$ cat src/rtl/debouncer_multi.sv
// debouncer_multi: N independent debounce channels. Each channel has its own
// input synchroniser, a four-state FSM and a private stable-time counter.
// MODE 0 (DELAYED) changes the output only after the input has been stable.
// MODE 1 (EARLY) follows the first edge at once and then ignores the input
// until the lockout time has run out.
// All outputs are registered. rise/fall are single-cycle pulses that line up
// with the change of debounced.
module debouncer_multi #(
  parameter int CHANNELS      = 4,
  parameter int STABLE_CYCLES = 2_000_000,
  parameter int SYNC_STAGES   = 2,
  parameter int MODE          = 0
) (
  input  logic                clk,
  input  logic                rst,
  input  logic [CHANNELS-1:0] noisy,
  output logic [CHANNELS-1:0] debounced,
  output logic [CHANNELS-1:0] rise,
  output logic [CHANNELS-1:0] fall,
  output logic [CHANNELS-1:0] busy
);

  // Counter wide enough to reach STABLE_CYCLES-1. The guard keeps the width
  // legal when parameters are bad, so that the $error below gets reported.
  localparam int CW = (STABLE_CYCLES > 2) ? $clog2(STABLE_CYCLES) : 1;
  localparam logic [CW-1:0] CNT_LAST = CW'(STABLE_CYCLES - 1);
  localparam bit EARLY = (MODE == 1);

  // PEND_H/PEND_L stand for WAIT_* in DELAYED mode and HOLD_* in EARLY mode.
  typedef enum logic [1:0] {
    ST_LOW    = 2'd0,
    ST_PEND_H = 2'd1,
    ST_HIGH   = 2'd2,
    ST_PEND_L = 2'd3
  } state_t;

  if (CHANNELS < 1) begin : g_err_channels
    $error("debouncer_multi: CHANNELS must be >= 1");
  end
  if (STABLE_CYCLES < 2) begin : g_err_stable
    $error("debouncer_multi: STABLE_CYCLES must be >= 2");
  end
  if (SYNC_STAGES < 2) begin : g_err_sync
    $error("debouncer_multi: SYNC_STAGES must be >= 2");
  end
  if ((MODE != 0) && (MODE != 1)) begin : g_err_mode
    $error("debouncer_multi: MODE must be 0 (DELAYED) or 1 (EARLY)");
  end

  for (genvar gi = 0; gi < CHANNELS; gi++) begin : g_ch
    logic [SYNC_STAGES-1:0] sync_reg;
    logic                   s;
    logic                   done;
    state_t                 state_reg;
    logic [CW-1:0]          cnt_reg;
    logic                   deb_reg;
    logic                   rise_reg;
    logic                   fall_reg;
    logic                   busy_reg;

    // Shift the raw pin through the synchroniser chain.
    always_ff @(posedge clk or negedge rst) begin
      if (!rst) begin
        sync_reg <= '0;
      end else begin
        sync_reg <= {sync_reg[SYNC_STAGES-2:0], noisy[gi]};
      end
    end

    assign s    = sync_reg[SYNC_STAGES-1];
    assign done = (cnt_reg == CNT_LAST);

    // Channel FSM. It updates the state, the counter and all registered outputs.
    always_ff @(posedge clk or negedge rst) begin
      if (!rst) begin
        state_reg <= ST_LOW;
        cnt_reg   <= '0;
        deb_reg   <= 1'b0;
        rise_reg  <= 1'b0;
        fall_reg  <= 1'b0;
        busy_reg  <= 1'b0;
      end else begin
        rise_reg <= 1'b0;
        fall_reg <= 1'b0;
        case (state_reg)
          ST_LOW: begin
            if (s) begin
              state_reg <= ST_PEND_H;
              cnt_reg   <= '0;
              busy_reg  <= 1'b1;
              if (EARLY) begin
                deb_reg  <= 1'b1;
                rise_reg <= 1'b1;
              end
            end
          end
          ST_PEND_H: begin
            if (!EARLY && !s) begin
              // The input went low again before it was stable: abort quietly.
              state_reg <= ST_LOW;
              cnt_reg   <= '0;
              busy_reg  <= 1'b0;
            end else if (done) begin
              state_reg <= ST_HIGH;
              cnt_reg   <= '0;
              busy_reg  <= 1'b0;
              if (!EARLY) begin
                deb_reg  <= 1'b1;
                rise_reg <= 1'b1;
              end
            end else begin
              cnt_reg <= cnt_reg + CW'(1);
            end
          end
          ST_HIGH: begin
            if (!s) begin
              state_reg <= ST_PEND_L;
              cnt_reg   <= '0;
              busy_reg  <= 1'b1;
              if (EARLY) begin
                deb_reg  <= 1'b0;
                fall_reg <= 1'b1;
              end
            end
          end
          ST_PEND_L: begin
            if (!EARLY && s) begin
              state_reg <= ST_HIGH;
              cnt_reg   <= '0;
              busy_reg  <= 1'b0;
            end else if (done) begin
              state_reg <= ST_LOW;
              cnt_reg   <= '0;
              busy_reg  <= 1'b0;
              if (!EARLY) begin
                deb_reg  <= 1'b0;
                fall_reg <= 1'b1;
              end
            end else begin
              cnt_reg <= cnt_reg + CW'(1);
            end
          end
          default: begin
            state_reg <= ST_LOW;
            cnt_reg   <= '0;
            deb_reg   <= 1'b0;
            busy_reg  <= 1'b0;
          end
        endcase
      end
    end

    assign debounced[gi] = deb_reg;
    assign rise[gi]      = rise_reg;
    assign fall[gi]      = fall_reg;
    assign busy[gi]      = busy_reg;
  end

endmodule
$ cat config.mk
export PLATFORM = sky130hd
export DESIGN_NAME = debouncer_multi
export DESIGN_NICKNAME = d
export VERILOG_FILES = /design/src/rtl/debouncer_multi.sv
export SDC_FILE = /design/constraint.sdc
export NUM_CORES = 1
export LEC_CHECK = 0
export CELL_PAD_IN_SITES_DETAIL_PLACEMENT = 1
export CELL_PAD_IN_SITES_GLOBAL_PLACEMENT = 1
export CORE_MARGIN = 2
export CORE_UTILIZATION = 48
export CTS_CLUSTER_DIAMETER = 40
export DETAILED_ROUTE_END_ITERATION = 12
export PLACE_DENSITY = 0.83
export SLEW_MARGIN = 20
export SYNTH_ARGS = -nofsm -noshare
export SYNTH_HDL_FRONTEND = slang
export SYNTH_SLANG_ARGS = --single-unit
$ cat constraint.sdc
create_clock -name clk -period 2.3 [get_ports clk]
set_clock_uncertainty 0.15 [all_clocks]
set_input_delay 0.46 -clock clk [delete_from_list [all_inputs] [get_ports clk]]
set_output_delay 0.46 -clock clk [all_outputs]
set_load 0.05 [all_outputs]
==> flow_summary.toml, run 1 <==
[die]
start_util_pct = 49.6
core-area_mm2 = 0.0122
io_pins = 22
die-area_mm2 = 0.0135
die_x_um = 116
die_h_um = 116
row_count = 40

[clocking]
cts_tree = "done"
cts_buffer_depth = 2
cts_made_buffers = 17
h-tree-depth = 4
cts.sinks = 116
cts.clk_slew.worst_paths_ns = 0.06
clk-insertion-delay-late_ns = 0.42
ctsRootBufferMaster = "clkbuf_16"

[finish]
largest_reg_flops = 84
fin_area_mm2 = 0.00702
final_common_cell = "dfrtp_1"
fin_nets = 670
final.fill_count = 1369
layout-drive-gt1-share_pct = 12.9
area_growth_pct = 16.5
antenna_cells = 0
final_cell_mix = "dfrtp_1 (115), nand2_1 (66), a21oi_1 (47), a31oi_1 (45), nand3_1 (41)"
final_cells = 840

[timing]
rsz0062_at_grt = "yes"
slew_violations = 0
tightestPinTransition_ns = 0.775
finalCriticalPeriod_ns = 2.29
hold_viol = 0
whs_ns = 0.201
fin_crit_sh_pct = 99.6
setup_viol = 0
fmax_mhz = 436
slew_headroom_pct = 48.1
tns_ns = 0

[power_and_ir_drop]
power_switching_share_pct = 33.5
leakage_nw = 2.95
clkPwrFrac_pct = 37.4
ir_worst_vdd_mv = 0.558
p_int_mw = 4.20
seqPwrFrac_pct = 38.5
power.density_mw_per_mm2 = 899
p_comb_share_pct = 24.1
p_switching_mw = 2.11

[critical_path]
critPathCaptureType = "flop"
regToRegStartpoint = "g_ch[2].cnt_reg[1]"
r2r_cells = 7
cp-start-kind = "flop"
timing.rr.end = "g_ch[2].cnt_reg[9]"
cp.arrival_ns = 2.43
r2r_setup_slack_ns = 0.009
cp_max_fo = 12
crit_type = "flop to flop"
crit_required_ns = 2.44

[worst_hold_path]
hold_end = "g_ch[1].sync_reg[1]"
hold_class = "flop to flop"
holdPathStages = 0
hp-start = "g_ch[1].sync_reg[0]"

[grt]
grt_start_max_net_pins = 38
grt_pass1_wl_um = 27700
overflow = 0
grt_pass1_vias = 5524
antenna_found_initial = 0
grt_usage_pct = 26.2

[outcome]
status = "completed"

[synthesis]
synth-xor-area-share_pct = 1.74
muxShareOfSynthArea_pct = 1.56
synth_edf_count = 0
synth.avg_cell_area_um2 = 9.51
synth_cell_type_count = 57
syn_inst = 634
synth_compound_area_share_pct = 19.3
synthFlopType = "dfrtp_1"
synthAdderAreaFrac_pct = 0.830
ys_seq_elements = 116
synth_fp_nets = 644
async_reset_ff_share_pct = 100
synth_top_family_by_area = "simple AND/OR/NAND/NOR gates"
ys_warn_count = 0
netlist_area_mm2 = 0.00603
seq_area_frac_synth_pct = 48.1
yosys.area_share.simple_pct = 23.1

[detailed_routing]
drtAntennaViolNets = 0
drtPass1Iterations = 5
via_per_inst = 6.27
drc = 0
vias = 5266
drt_first_iter_violations = 360
routed_wl_um = 16400
wl_per_cell_um = 19.6

[placement]
dpl.hpwl_um = 10300
dpl-instance-area_mm2 = 0.00642
dp.cells = 807
io_buffers = 21
gp_congestion = 0.868

[run]
drv_cap = 0
-- area by class of cell --
class / count / area, um^2 / share of cell area [%]
repair buffers: 48 / 450 / 6.41
flip-flops and latches: 116 / 2900 / 41.4
clock buffers: 26 / 499 / 7.11
clock inverters: 5 / 25.0 / 0.356
multi-input cells: 459 / 2870 / 40.8
inverters: 18 / 67.6 / 0.962
well taps: 168 / 210 / 2.99
-- worst max path at each step --
stage,slack [ns],startpoint,cells after the start,end
after floorplan,0.33,g_ch[1].cnt_reg[13],6,g_ch[1].cnt_reg[13]
after global placement,-0.09,g_ch[0].cnt_reg[0],6,g_ch[0].cnt_reg[20]
after detailed placement,-0.18,g_ch[0].cnt_reg[0],6,g_ch[0].cnt_reg[5]
after CTS,0.006,g_ch[2].cnt_reg[0],7,g_ch[2].cnt_reg[15]
after global routing,-0.05,g_ch[2].cnt_reg[1],7,g_ch[2].cnt_reg[9]
final,0.009,g_ch[2].cnt_reg[1],7,g_ch[2].cnt_reg[9]
-- per-layer routing --
layer | vias to the layer above | track usage, % | wire [um]
met4 | 0 | 11.6 | 358
li1 | 2415 | - | -
met3 | 33 | 6.01 | 620
met2 | 126 | 43.0 | 8300
met5 | - | 0 | 0
met1 | 2692 | 33.1 | 7150
-- power groups by stage --
stage | Clock (mW) | Sequential (mW) | Combinational, mW
4_1_cts | 2.40 | 2.42 | 1.52
6_report | 2.36 | 2.43 | 1.52
5_1_grt | 2.48 | 2.46 | 1.67
3_3_place_gp | 0 | 2.43 | 1.38
3_5_place_dp | 0 | 2.44 | 1.47
2_1_floorplan | 0 | 2.36 | 1.12
-- Yosys cell counts (9+ instances only) --
cell	instances	share of area, %
inv_1	18	1.1
a31oi_1	45	4.7
o21ai_0	30	2.5
xor2_1	9	1.3
nor3_1	17	1.4
a41oi_1	13	1.9
buf_4	17	2.1
buf_2	10	0.83
nand4_1	23	2.4
nand3_1	42	3.5
a21o_1	13	1.6
a21oi_1	47	3.9
and3_1	10	1.0
clkbuf_1	11	0.68
dfrtp_1	116	48
nand2_1	66	4.1
nor2_1	29	1.8
-- kinds of logic (layout without fill, tap and decap cells) --
| kind of cell | after synthesis | after routing |
|---|---|---|
| simple gates | 249 | 249 |
| compound gates | 185 | 185 |
| flops | 116 | 116 |
| buf+inv | 59 | 97 |
| xor+xnor | 12 | 12 |
| mux | 9 | 9 |
| fa+ha+maj | 4 | 4 |
-- per-stage QoR --
stage	total power, mW	util [%]	worst slack, ns
4_1_cts	6.34	57.4	0.00562
3_5_place_dp	3.91	52.8	-0.184
6_report	6.32	57.7	0.00851
5_1_grt	6.60	57.7	-0.0525
3_3_place_gp	3.81	52.8	-0.0913
2_1_floorplan	3.48	-	0.327
-- critical path, cell delays in order (launching register included) --
cell and delay [ns]:
dfrtp_1 0.41, ha_2 0.25, nand4_1 0.22, nor4_4 0.38
a21oi_4 0.17, buf_4 0.22, a21oi_1 0.21, mux2i_1 0.13
-- what timing repair did --
item                                    4_1_cts  5_1_grt
setup buffers                                 0        1
hold endpoints to repair                     34        0
hold buffers                                  1        0
pin swaps                                     1        3
gates resized for setup                       3        9
endpoints found under the setup margin       19       22
Note: power is estimated with default switching activity, not from simulation.
==> run 2: changes to the inputs <==
Settings changed: CAP_MARGIN from default to 25, CORE_UTILIZATION 48 to 50, DONT_BUFFER_PORTS from default to 1, RECOVER_POWER from default to 25.
==> run 2 against run 1 <==
The run now ends with negative hold slack left. Via count fell by 2.0%. Routed wire length fell by 0.41%. Register-to-register slack improved by 0.12 ns. First-iteration DRC count shrank 31%. Cell area shrank 1.6%. Hold slack worse by 0.62 ns. Flip-flop and latch count is the same. Critical endpoint is now g_ch[1].cnt_reg[14]. Highest routed layer unchanged.
==> flow_summary.toml, run 2 (synthesis gave the netlist of run 1 again) <==
[die]
die_h_um = 114
row_count = 40
core-area_mm2 = 0.0119
io_pins = 22
die-area_mm2 = 0.0130
die_x_um = 114
start_util_pct = 50.6

[timing]
fin_crit_sh_pct = 94.6
fin_ws_ns = 0.125
finalCriticalPeriod_ns = 2.18
tightestPinTransition_ns = 0.865
rsz0062_at_grt = "yes"
tns_ns = 0
whs_ns = -0.416
hold_viol = 116
slew_violations = 0
slew_headroom_pct = 42.1
fmax_mhz = 460
setup_viol = 0

[critical_path]
cpLargestDelayFamily = "simple AND/OR/NAND/NOR gates"
crit_type = "flop to flop"
critPathBufInv = 1
crit_required_ns = 2.44
cp-start-kind = "flop"
cp.arrival_ns = 2.31
critPathCaptureType = "flop"
cp_max_fo = 12
crit_path_max_incr_delay_ns = 0.56
slowest_stage = "or4b_4"
crit_chain = "or4b_4 -> nor4_4 -> a31oi_2 -> buf_4 -> a41oi_1 -> a31oi_1"

[finish]
layout-drive-gt1-share_pct = 14.6
fin_util_pct = 58.0
final_common_cell = "dfrtp_1"
fin_nets = 661
final_cell_mix = "dfrtp_1 (116), nand2_1 (65), a21oi_1 (47), a31oi_1 (45), nand3_1 (42)"
area_growth_pct = 14.5
final_cells = 811
antenna_cells = 0
largest_reg_flops = 84
fin_area_mm2 = 0.00691

[grt]
overflow = 0
grt_pass1_wl_um = 27200
grt_start_max_net_pins = 117
grt_usage_pct = 26.6
grt_pass1_vias = 5404
antenna_found_initial = 0

[clocking]
cts.clk_slew.worst_paths_ns = 0.05
cts_made_buffers = 17
ctsRootBufferMaster = "clkbuf_16"
clk-insertion-delay-late_ns = 0.42
cts_buffer_depth = 2
cts_hold_buffers = 4
cts_tree = "done"
h-tree-depth = 4
cts.sinks = 116

[detailed_routing]
drtPass1Iterations = 5
wl_per_cell_um = 20.2
drt_first_iter_violations = 248
drtAntennaViolNets = 0
vias = 5159
via_per_inst = 6.36
routed_wl_um = 16400
drc = 0

[power_and_ir_drop]
power.density_mw_per_mm2 = 931
seqPwrFrac_pct = 39.6
p_int_mw = 4.32
p_total_mw = 6.43
p_comb_share_pct = 20.1
power_switching_share_pct = 32.8
clkPwrFrac_pct = 40.3
leakage_nw = 2.97
p_switching_mw = 2.11
ir_worst_vdd_mv = 0.572

[worst_hold_path]
hold_class = "primary input to asynchronous set/reset pin"

[outcome]
status = "finished with violations"
violations = "negative hold slack"

[placement]
dp_slack_ns = -0.221
gp_congestion = 0.800
dpl-instance-area_mm2 = 0.00622
dp.cells = 774
dpl.hpwl_um = 10600
io_buffers = 0

[run]
drv_cap = 0
run 2: changes by cell type in the layout (fill, tap and decap cells not counted), moves of 2 or more:
| cell | delta |
|---|---|
| clkdlybuf4s50_1 | -20 |
| buf_4 | +9 |
| buf_12 | -3 |
| clkbuf_1 | -3 |
| dlygate4sd3_1 | +3 |
| bufinv_16 | +2 |
| clkinvlp_4 | +2 |
| nor3_2 | -2 |
run 2: path summary, 6_finish.rpt:
kind / start / end / slack, ns / cells after the start
worst max-delay path: g_ch[1].cnt_reg[13] / g_ch[1].cnt_reg[14] / 0.12 / 6
worst min-delay path: rst / g_ch[2].deb_reg / -0.42 / 0
worst max register to register: g_ch[1].cnt_reg[13] / g_ch[1].cnt_reg[14] / 0.12 / 6
worst min register to register: g_ch[1].sync_reg[0] / g_ch[1].sync_reg[1] / 0.21 / 0
max in group asynchronous: rst / g_ch[3].cnt_reg[17] / 2.27 / 0
min in group clk: g_ch[1].sync_reg[0] / g_ch[1].sync_reg[1] / 0.21 / 0
run 2: per-layer routing:
metal | GRT usage [%] | routed length, um | vias to the layer above
li1 | - | - | 2398
met1 | 33.3 | 6970 | 2666
met2 | 45.4 | 8680 | 76
met3 | 6.64 | 517 | 19
met4 | 8.54 | 203 | 0
met5 | 0 | 0 | -
run 2: final cells by class:
cell class	count	area (um^2)
fill	1316	5000
clock inverter	10	105
timing repair buffer	38	299
tap	147	184
sequential	116	2900
multi-input combinational	460	2870
clock buffer	22	474
inverter	18	67.6
run 2: power by group through the flow:
stage	combinational [mW]	sequential [mW]	clock [mW]
finish	1.29	2.55	2.59
detailed placement	1.23	2.57	0
floorplan	1.12	2.36	0
global route	1.44	2.58	2.72
global placement	1.13	2.55	0
CTS	1.26	2.54	2.63
run 2: repair_timing:
item                                    4_1_cts  5_1_grt
endpoints found under the hold margin       120      116
buffers inserted                              0        0
gates resized for setup                       2       11
pin swaps                                     0        1
cloned                                        0        1
endpoints found under the setup margin       24       41
